**src/rtl/axis_stall_pkg.sv**
```systemverilog
// rtl/axis_stall_pkg.sv - shared types and helpers for the AXI-stream stall detector
package axis_stall_pkg;

    localparam int DEFAULT_STALL_THRESH = 16;

    typedef enum logic [1:0] {
        ST_IDLE  = 2'd0,
        ST_WATCH = 2'd1,
        ST_FLAG  = 2'd2
    } stall_state_t;

    function automatic int idx_width(input int n);
        return (n > 1) ? $clog2(n) : 1;
    endfunction

endpackage

```
**src/rtl/axis_stall_counter.sv**
```systemverilog
// rtl/axis_stall_counter.sv - per-channel saturating stall counter; optional max tracker (AXIS_STALL_MAX_TRACK_EN)
module axis_stall_counter
    import axis_stall_pkg::*;
#(
    parameter int STALL_THRESH = DEFAULT_STALL_THRESH,
    localparam int CNT_W = $clog2(STALL_THRESH + 1)
) (
    input  logic             clock,
    input  logic             reset,
    input  logic             clear,
    input  logic             ch_valid,
    input  logic             ch_ready,
    input  logic             ch_wait,
    output logic             at_thresh
`ifdef AXIS_STALL_MAX_TRACK_EN
    ,
    output logic [CNT_W-1:0] max_stall
`endif
);

    localparam logic [CNT_W-1:0] THRESH_C = CNT_W'(STALL_THRESH);

    logic [CNT_W-1:0] cnt;
    logic             xfer;

    assign xfer      = ch_valid & ch_ready;
    assign at_thresh = (cnt == THRESH_C);

    // A transfer or a dropped wait ends the stall run; otherwise count up and hold at threshold.
    always_ff @(posedge clock) begin
        if (reset || clear || xfer || !ch_wait) begin
            cnt <= '0;
        end else if (cnt != THRESH_C) begin
            cnt <= cnt + CNT_W'(1);
        end
    end

`ifdef AXIS_STALL_MAX_TRACK_EN
    // Only reset clears the high-water mark; idle and enable do not.
    always_ff @(posedge clock) begin
        if (reset) begin
            max_stall <= '0;
        end else if (cnt > max_stall) begin
            max_stall <= cnt;
        end
    end
`endif

endmodule

```
**src/rtl/axis_stall_detector.sv**
```systemverilog
// rtl/axis_stall_detector.sv - flags AXI-stream channels stalled past a threshold; AXIS_STALL_MAX_TRACK_EN adds max_stall
module axis_stall_detector
    import axis_stall_pkg::*;
#(
    parameter int NUM_CH = 4,
    parameter int STALL_THRESH = DEFAULT_STALL_THRESH,
    localparam int CNT_W = $clog2(STALL_THRESH + 1),
    localparam int IDX_W = idx_width(NUM_CH)
) (
    input  logic                    clock,
    input  logic                    reset,
    input  logic                    enable,
    input  logic                    inst_idle,
    input  logic [NUM_CH-1:0]       ch_valid,
    input  logic [NUM_CH-1:0]       ch_ready,
    input  logic [NUM_CH-1:0]       ch_wait,
    output logic [NUM_CH-1:0]       axis_block_sigs,
    output logic                    any_block,
    output logic                    first_block_vld,
    output logic [IDX_W-1:0]        first_block_idx
`ifdef AXIS_STALL_MAX_TRACK_EN
    ,
    output logic [NUM_CH*CNT_W-1:0] max_stall
`endif
);

    stall_state_t      state;
    logic [NUM_CH-1:0] at_thresh;
    logic              cnt_clear;
    logic              any_at;
    logic [IDX_W-1:0]  low_idx;

    assign cnt_clear = inst_idle | ~enable | (state == ST_IDLE);
    assign any_at    = |at_thresh;

    for (genvar i = 0; i < NUM_CH; i++) begin : g_ch
        axis_stall_counter #(
            .STALL_THRESH(STALL_THRESH)
        ) u_cnt (
            .clock    (clock),
            .reset    (reset),
            .clear    (cnt_clear),
            .ch_valid (ch_valid[i]),
            .ch_ready (ch_ready[i]),
            .ch_wait  (ch_wait[i]),
            .at_thresh(at_thresh[i])
`ifdef AXIS_STALL_MAX_TRACK_EN
            ,
            .max_stall(max_stall[i*CNT_W +: CNT_W])
`endif
        );
    end

    // Scan from the top down so the lowest flagged index is the one left standing.
    always_comb begin
        low_idx = '0;
        for (int i = NUM_CH - 1; i >= 0; i--) begin
            if (at_thresh[i]) begin
                low_idx = IDX_W'(i);
            end
        end
    end

    always_ff @(posedge clock) begin
        if (reset || !enable) begin
            state           <= ST_IDLE;
            axis_block_sigs <= '0;
            any_block       <= 1'b0;
            first_block_vld <= 1'b0;
            first_block_idx <= '0;
        end else begin
            axis_block_sigs <= at_thresh;
            any_block       <= any_at;
            case (state)
                ST_IDLE: begin
                    state <= ST_WATCH;
                end
                ST_WATCH: begin
                    if (any_at) begin
                        state           <= ST_FLAG;
                        first_block_vld <= 1'b1;
                        first_block_idx <= low_idx;
                    end
                end
                ST_FLAG: begin
                    if (!any_at) begin
                        state           <= ST_WATCH;
                        first_block_vld <= 1'b0;
                    end
                end
                default: begin
                    state           <= ST_IDLE;
                    first_block_vld <= 1'b0;
                end
            endcase
        end
    end

endmodule

```
**config.mk**
```make
export PLATFORM = sky130hd
export DESIGN_NAME = axis_stall_detector
export DESIGN_NICKNAME = d
export VERILOG_FILES = /design/src/rtl/axis_stall_pkg.sv /design/src/rtl/axis_stall_counter.sv /design/src/rtl/axis_stall_detector.sv
export SDC_FILE = /design/constraint.sdc
export NUM_CORES = 1
export LEC_CHECK = 0
export CAP_MARGIN = 40
export CORE_ASPECT_RATIO = 0.75
export CORE_MARGIN = 2
export CORE_UTILIZATION = 30
export DETAILED_ROUTE_END_ITERATION = 6
export PLACE_DENSITY = 0.52
export SKIP_CTS_REPAIR_TIMING = 1
export SYNTH_ARGS = -nofsm -noshare
export SYNTH_HDL_FRONTEND = slang
export SYNTH_SLANG_ARGS = --single-unit
```
**constraint.sdc**
```tcl
create_clock -name clock -period 5.02 [get_ports clock]
set_input_delay 1.004 -clock clock [delete_from_list [all_inputs] [get_ports clock]]
set_output_delay 1.004 -clock clock [all_outputs]
set_load 0.02 [all_outputs]
```
==> results of run 1 <==
state kept, by name (all words and copies together) (netlist names):
name	flops
any_block	1
first_block_vld	1
first_block_idx	2
state	2
axis_block_sigs	4
g_ch.u_cnt.cnt	20
worst paths after layout:
path,start,end,slack [ps],cells past startpoint
worst min-delay path,g_ch[1].u_cnt.cnt[1],g_ch[1].u_cnt.cnt[1],490,2
worst max-delay path,reset,g_ch[3].u_cnt.cnt[2],2430,5
worst max register to register,g_ch[2].u_cnt.cnt[0],first_block_vld,3050,7
worst min register to register,g_ch[1].u_cnt.cnt[1],g_ch[1].u_cnt.cnt[1],490,2
metal layers:
metal	part of all wire (%)	up-vias	GRT usage, %
met1	47	460	14.6
met3	5.6	2	4.69
met4	0.86	0	5.81
met5	0	-	0
met2	46	21	20.8
li1	-	514	-
cells in the final DEF, fill, tap and decap left out, drive strengths merged:
cell type       n
a21oi           2
and2            3
and4bb          2
buf             2
bufinv          2
clkbuf          6
clkdlybuf4s50  23
dfxtp          30
ha              8
inv             8
maj3            1
mux2i           3
nand2           6
nand2b          2
nand3          13
nor2           24
nor2b           2
nor3            6
nor3b           1
nor4            1
nor4bb          2
o221a           2
o31a            1
or4             1
xnor2           9
xor2            8
power by group through the flow:
stage	sequential [mW]	clock [mW]	combinational (mW)
4_1_cts	0.240	0.309	0.0179
2_1_floorplan	0.245	0	0.00463
3_5_place_dp	0.245	0	0.0178
3_3_place_gp	0.245	0	0.0176
5_1_grt	0.240	0.317	0.0192
6_report	0.240	0.300	0.0177
cells by family after synthesis:
logic type	Yosys count	synth area share, %
and+or+nand+nor	63	25.4
adders and majority gates	9	8.48
DFF	30	45.7
buffers and inverters	11	3.62
AOI/OAI and AO/OA	5	3.14
xor gates and xnor gates	17	11.3
muxes	3	2.29
area by class of cell:
cell class	count	area (um2)
Clock buffer	6	82.6
Multi-Input combinational cell	97	666
Clock inverter	2	60.1
Timing Repair Buffer	25	245
Sequential cell	30	601
Fill cell	412	2380
Inverter	8	30.0
Tap cell	55	68.8
worst reg2reg max path: stages (launching register included):
cell,delay [ps]
dfxtp_1,360
inv_1,80
ha_1,190
nor4bb_1,170
buf_4,180
nor4_2,470
nor2_1,120
o31a_1,310
==> flow_summary.json, run 1 <==
{
  "final_area_mm2": 0.00175,
  "grt_max_degree": 11,
  "place_ws_ps": 2090,
  "yosysUniqueCellTypes": 26,
  "synth_area_leaders": "dfxtp_1 (46%), ha_1 (7.6%), nor2_1 (6.6%)",
  "synth_seq_cells": 30,
  "synth_top_area_share_pct": 45.7,
  "ant_nets": 0,
  "cts_tree": "built",
  "dp_hpwl_um": 2040,
  "fin_crit_sh_pct": 51.6,
  "grt_pass1_vias": 1025,
  "p_leak_nw": 0.621,
  "end_kind": "flop",
  "crit_top_cell": "nor3_1",
  "io_pins": 24,
  "tns_ps": 0,
  "die_area_mm2": 0.00493,
  "worstMarginPinSlew_ps": 689,
  "grt_antenna_before_repair": 0,
  "p_sw_mw": 0.0951,
  "drive_gt1_share_pct": 10.1,
  "ir_drop_mv": 0.163,
  "synth_async_sr_flop_share_pct": 0,
  "p_int_mw": 0.463,
  "finalNonFillerCells": 223,
  "grt_setup_unrepaired": "false",
  "drc": 0,
  "clk_pin_slew_ps": 60,
  "synth_area_per_cell_um2": 9.52,
  "powerDensity_mw_per_mm2": 318,
  "hp-class": "reg -> reg",
  "max_freq_mhz": 386,
  "synth-seq-area-share_pct": 45.7,
  "startpoint_type": "primary input",
  "area_growth_pct": 33.4,
  "comb_power_share_pct": 3.2,
  "path_max_fanout": 5,
  "port_buffers": 23,
  "core_region_area_mm2": 0.00413,
  "finalHoldViolCount": 0,
  "max_stage_delay_ps": 570,
  "clock_skew_ps": 8.65,
  "wl_per_cell_um": 12.0,
  "diodes": 0,
  "detail_route.vias_per_cell": 4.47,
  "setup_ws_ps": 2430,
  "htree_levels": 2,
  "outcome": "finished, final reports clean",
  "via_count": 997,
  "switching_share_pct": 17.0,
  "die_y_um": 61.3,
  "sequentialPowerShare_pct": 43.0,
  "clock_sinks": 30,
  "critical_path.top_delay_family": "simple AND/OR/NAND/NOR gates",
  "cts_buffers": 5,
  "power.total_mw": 0.558,
  "period_minus_slack_ps": 2590,
  "dr.pass1.iters": 4,
  "path_cells": "clkdlybuf4s50_1, nand2b_1, nor3_1, nand3_1, nor3_1",
  "post-route-util_pct": 42.5,
  "path_buf_inv": 1,
  "dp_cells": 215,
  "pwr-share-clk_pct": 53.9,
  "grt_overflow": 0,
  "grt_pass1_wl_um": 4510,
  "synth_edf_count": 0,
  "root_buffer": "clkbuf_8",
  "synth_common_cells": "dfxtp_1 (30), nor2_1 (23), nand3_1 (13), xnor2_1 (9)",
  "yosys.area.top_type": "dfxtp_1",
  "wl_um": 2670,
  "yosysWarnings": 0,
  "grt.total_usage_pct": 12.5,
  "initialDrtViolationCount": 35,
  "finalWeightedCongestion": 0.776,
  "drv_slew": 0,
  "synth_fp_nets": 162,
  "fin_nets": 191,
  "num_rows": 20,
  "clk_path_buf_depth": 2,
  "path_class": "in -> reg",
  "yosysMostFrequentCell": "dfxtp_1",
  "slew_headroom_pct": 53.4,
  "finalSetupViolations": 0,
  "start_util_pct": 31.8,
  "maxCapViolations": 0,
  "crit_path_top_delay_cell": "nor3_1",
  "hold_ws_ps": 492,
  "syn-cell-area_mm2": 0.00131,
  "synthCells": 138,
  "chipWidth_um": 80.4,
  "worstPathRequired_ps": 5220,
  "dpl_cell_area_mm2": 0.00161,
  "cp_data_arrival_time_ps": 2790,
  "synth_ff_type": "dfxtp_1",
  "clk_latency_ps": 280
}
(Power assumes the default switching activity.)
==> run 2: changes to the inputs <==
Clock period 5.02 ns to 2.58 ns, I/O delays scaled along.
==> run 2 against run 1 <==
Register-to-register slack lost 2300 ps. Via count grew 2.9%. Largest power group is now registers. Routed wire length shrank 2.9%.
==> flow_summary.json, run 2 (same netlist as run 1, synthesis figures left out) <==
{
  "drive_gt1_share_pct": 11.2,
  "slew_headroom_pct": 73.1,
  "multi_input_area_um2": 666,
  "largest-register": "g_ch.u_cnt.cnt",
  "dr.pass1.iters": 4,
  "mostFrequentLayoutCells": "dfxtp_1 (30), nor2_1 (23), clkdlybuf4s50_1 (23), nand3_1 (13), xnor2_1 (9)",
  "tns_ps": 0,
  "grt.total_usage_pct": 12.2,
  "r2r_slack_ps": 710,
  "period_minus_slack_ps": 1870,
  "power.total_mw": 0.898,
  "root_buffer": "clkbuf_8",
  "die_area_mm2": 0.00493,
  "outcome": "finished, final reports clean",
  "cts_tree": "built",
  "regArea_um2": 601,
  "chipWidth_um": 80.4,
  "drc": 0,
  "crit_path_top_delay_cell": "or4_4",
  "core_region_area_mm2": 0.00413,
  "r2r_cells": 7,
  "endpoint": "state[0]",
  "grt_pass1_vias": 1040,
  "ant_nets": 0,
  "port_buffers": 23,
  "clk_latency_ps": 280,
  "end_kind": "flop",
  "grt_antenna_before_repair": 0,
  "p_leak_nw": 0.608,
  "path_class": "reg -> reg",
  "grt_overflow": 0,
  "io_pins": 24,
  "largest_reg_flops": 20,
  "r2r-end": "state[0]",
  "layout_commonest_cell": "dfxtp_1",
  "wl_um": 2590,
  "worstMarginPinSlew_ps": 400,
  "initialDrtViolationCount": 11,
  "wl_per_cell_um": 11.5,
  "start_util_pct": 31.8,
  "fin_crit_sh_pct": 72.6,
  "fin_nets": 193,
  "max_stage_delay_ps": 530,
  "path_max_fanout": 5,
  "startpoint_type": "flop",
  "finalHoldViolCount": 0,
  "detail_route.vias_per_cell": 4.56,
  "drv_slew": 0,
  "cts_buffers": 5,
  "nFillCells": 407,
  "clk_pin_slew_ps": 70,
  "dp_hpwl_um": 1990,
  "worstReg2RegStart": "g_ch[2].u_cnt.cnt[0]",
  "ir_drop_mv": 0.268,
  "grt_setup_unrepaired": "false",
  "maxCapViolations": 0,
  "finalWeightedCongestion": 0.756,
  "clk_path_buf_depth": 2,
  "cp_data_arrival_time_ps": 2100,
  "num_rows": 20,
  "clock_sinks": 30,
  "area_growth_pct": 31.0,
  "grt_pass1_wl_um": 4400,
  "die_y_um": 61.3,
  "largestRegisters": "g_ch.u_cnt.cnt: 20 flops, axis_block_sigs: 4 flops",
  "clock_skew_ps": 9.26,
  "hp-class": "reg -> reg",
  "worstPathRequired_ps": 2810,
  "grt_max_degree": 11,
  "holdCritStartpoint": "g_ch[1].u_cnt.cnt[1]",
  "startpoint": "g_ch[2].u_cnt.cnt[0]",
  "powerDensity_mw_per_mm2": 522,
  "diodes": 0,
  "via_count": 1026,
  "htree_levels": 2,
  "finalSetupViolations": 0,
  "max_freq_mhz": 534,
  "path_cells": "inv_1, ha_1, nor4bb_1, buf_4, or4_4, maj3_2, nor2_2"
}
==> run 2: changes by cell type in the layout (fill, tap and decap cells not counted) <==
cell        delta
buf_4          +2
bufinv_16      -2
clkinv_2       +1
clkinvlp_4     +1
==> run 2: layout make-up <==
cell class | count | area share (%)
clock buffer | 6 | 4.80
clock inverter | 2 | 0.727
inverter | 8 | 1.75
multi-input combinational | 97 | 38.7
sequential | 30 | 34.9
tap | 55 | 4.00
timing repair buffer | 27 | 15.1
==> run 2: worst min path at each step <==
stage,slack (ps),end,depth (start not counted)
6_report,510,g_ch[1].u_cnt.cnt[1],2
3_5_place_dp,500,g_ch[1].u_cnt.cnt[1],2
3_3_place_gp,480,g_ch[1].u_cnt.cnt[1],2
5_1_grt,550,g_ch[3].u_cnt.cnt[4],2
4_1_cts,510,g_ch[1].u_cnt.cnt[1],2
2_1_floorplan,460,g_ch[1].u_cnt.cnt[1],2
==> run 2: per-stage QoR <==
stage	worst slack, ps	utilization [%]	std cells	hold WS (ps)	area (um2)
2_1_floorplan	776	-	138	462	1310
4_1_cts	685	41.7	225	507	1720
3_5_place_dp	571	39.4	217	498	1630
5_1_grt	605	41.7	225	550	1720
3_3_place_gp	642	39.4	217	482	1630
6_report	706	41.7	225	508	1720
==> run 2: metal layers <==
| metal | global-route usage, % | up-vias | share of wire, % |
|---|---|---|---|
| li1 | - | 517 | - |
| met1 | 14.1 | 484 | 47 |
| met2 | 20.5 | 19 | 48 |
| met3 | 4.40 | 6 | 4.2 |
| met4 | 5.81 | 0 | 1.3 |
| met5 | 0 | - | 0 |
==> run 2: where the power goes <==
| group | total, mW | internal [mW] | switching (mW) |
|---|---|---|---|
| sequential | 0.466 | 0.464 | 0.00158 |
| clock | 0.398 | 0.214 | 0.183 |
| combinational | 0.0347 | 0.0242 | 0.0106 |
==> run 2: critical path: cells and delay by family, from the launching register on <==
kind | cells | cell delay [ps]
adder cells (fa/ha/maj) | 2 | 510
flip-flops | 1 | 350
AND/OR/NAND/NOR | 3 | 740
buffers and inverters | 2 | 230
==> run 3: changes to the inputs <==
Clock period 2.58 ns to 1.9 ns, I/O delays scaled along.
==> run 3 against run 2 <==
Cell count increased by 1.8%. Die area is the same. Total power up 29%. Clock power up 20%. First-iteration DRC count rose to 2.7 times the previous value. Core utilization is 0.48 points higher. Via count down 0.97%. Sequential share of layout area decreased by 0.33 points. Setup slack worse by 650 ps. Non-clock buffer count is 5 higher. Routed wire length shrank 3.1%. Critical path depth did not move.
==> flow_summary.json, run 3 (same netlist as run 1, synthesis figures left out) <==
{
  "via_count": 1016,
  "num_rows": 20,
  "finalNonFillerCells": 229,
  "dp_cells": 222,
  "cp_data_arrival_time_ps": 2070,
  "wl_um": 2510,
  "ir_drop_mv": 0.335,
  "htree_levels": 2,
  "slew_headroom_pct": 75.3,
  "max_freq_mhz": 543,
  "largest-register": "g_ch.u_cnt.cnt",
  "period_minus_slack_ps": 1840,
  "finalSetupViolations": 0,
  "dpl_cell_area_mm2": 0.00166,
  "min_to": "g_ch[3].u_cnt.cnt[4]",
  "critical_path.top_delay_family": "simple AND/OR/NAND/NOR gates",
  "grt.total_usage_pct": 12.0,
  "drc": 0,
  "cts_buffers": 5,
  "maxCapViolations": 0,
  "worstReg2RegStart": "g_ch[2].u_cnt.cnt[1]",
  "clk_path_buf_depth": 2,
  "ant_nets": 0,
  "r2r-end": "state[0]",
  "clk_pin_slew_ps": 60,
  "max_stage_delay_ps": 520,
  "port_buffers": 23,
  "end_kind": "flop",
  "start_util_pct": 31.8,
  "finalWeightedCongestion": 0.745,
  "grt_pass1_wl_um": 4220,
  "diodes": 0,
  "path_buf_inv": 2,
  "path_cells": "inv_1, ha_1, nor4bb_1, buf_4, or4_4, maj3_2, nor2_2",
  "grt_antenna_before_repair": 0,
  "largestRegisters": "g_ch.u_cnt.cnt: 20 flops, axis_block_sigs: 4 flops",
  "die_area_mm2": 0.00493,
  "holdCritStartpoint": "g_ch[3].u_cnt.cnt[4]",
  "final_area_mm2": 0.00174,
  "initialDrtViolationCount": 30,
  "r2r_slack_ps": 60,
  "area_growth_pct": 32.5,
  "worstMarginPinSlew_ps": 370,
  "p_leak_nw": 0.625,
  "crit_path_top_delay_cell": "or4_4",
  "outcome": "finished, final reports clean",
  "path_max_fanout": 5,
  "hold_path_depth": 2,
  "die_y_um": 61.3,
  "chipWidth_um": 80.4,
  "worstPathRequired_ps": 2130,
  "root_buffer": "clkbuf_8",
  "drive_gt1_share_pct": 12.6,
  "startpoint_type": "flop",
  "grt_setup_unrepaired": "true",
  "fin_crit_sh_pct": 97.0,
  "finalHoldViolCount": 0,
  "clk_latency_ps": 280,
  "cts_tree": "built",
  "grt_max_degree": 9,
  "dp_hpwl_um": 1920,
  "grt_pass1_vias": 919,
  "mostFrequentLayoutCells": "dfxtp_1 (29), nor2_1 (23), clkdlybuf4s50_1 (23), nand3_1 (13)",
  "grt_overflow": 0,
  "path_class": "reg -> reg",
  "hp-class": "reg -> reg",
  "post-route-util_pct": 42.2,
  "core_region_area_mm2": 0.00413,
  "clock_skew_ps": 2.64,
  "clock_sinks": 30,
  "io_pins": 24,
  "largest_reg_flops": 20,
  "tns_ps": 0,
  "fin_nets": 198,
  "wl_per_cell_um": 11.0,
  "layout_commonest_cell": "dfxtp_1",
  "drv_slew": 0,
  "r2r_cells": 7,
  "powerDensity_mw_per_mm2": 665,
  "detail_route.vias_per_cell": 4.44,
  "dr.pass1.iters": 4,
  "cp.depth": 7
}
[run 3: changes by cell type in the layout (fill, tap and decap cells not counted), sizes merged]
cell and change:
clkinv -1, buf +5, clkbuf +1, clkinvlp -1
[run 3: tightest hold or removal path: cells and delay by family (launching register included)]
kind / cells / cell delay [ps]
flops: 1 / 340
xor+xnor: 1 / 70
simple gates: 1 / 70
[run 3: metrics by stage]
step	power (mW)	setup WS [ps]	hold WS, ps
global route	1.21	-1.20	539
finish	1.16	56.8	512
detailed placement	0.696	40.6	498
CTS	1.18	27.1	518
floorplan	0.659	96.2	462
global placement	0.695	81.7	485
[run 3: worst max-delay path by stage]
stage	start	slack, ps	end
2_1_floorplan	g_ch[2].u_cnt.cnt[0]	100	state[0]
3_3_place_gp	g_ch[2].u_cnt.cnt[0]	80	state[0]
3_5_place_dp	g_ch[2].u_cnt.cnt[0]	40	state[0]
4_1_cts	g_ch[2].u_cnt.cnt[0]	30	state[0]
5_1_grt	g_ch[2].u_cnt.cnt[1]	-1	first_block_vld
6_report	g_ch[2].u_cnt.cnt[1]	60	state[0]
[run 3: report_power, final]
| group | total [mW] | internal (mW) | switching, mW | leakage [nW] |
|---|---|---|---|---|
| Clock | 0.476 | 0.251 | 0.224 | 0.0383 |
| Sequential | 0.633 | 0.631 | 0.00245 | 0.242 |
| Combinational | 0.0479 | 0.0340 | 0.0139 | 0.344 |
| Total | 1.16 | 0.916 | 0.241 | 0.625 |
[run 3: cell type report]
| type | instances | area [um2] |
|---|---|---|
| tap | 55 | 68.8 |
| timing repair buffer | 32 | 298 |
| inverter | 8 | 30.0 |
| multi-input combinational | 97 | 666 |
| fill | 418 | 2390 |
| sequential | 30 | 602 |
| clock buffer | 7 | 76.3 |
[run 3: metal layers]
metal,vias up,GRT usage (%),wire length [um]
met5,-,0,0
met4,0,7.99,45
met3,5,4.99,150
met2,19,17.1,1040
met1,464,15.0,1270
li1,528,-,-
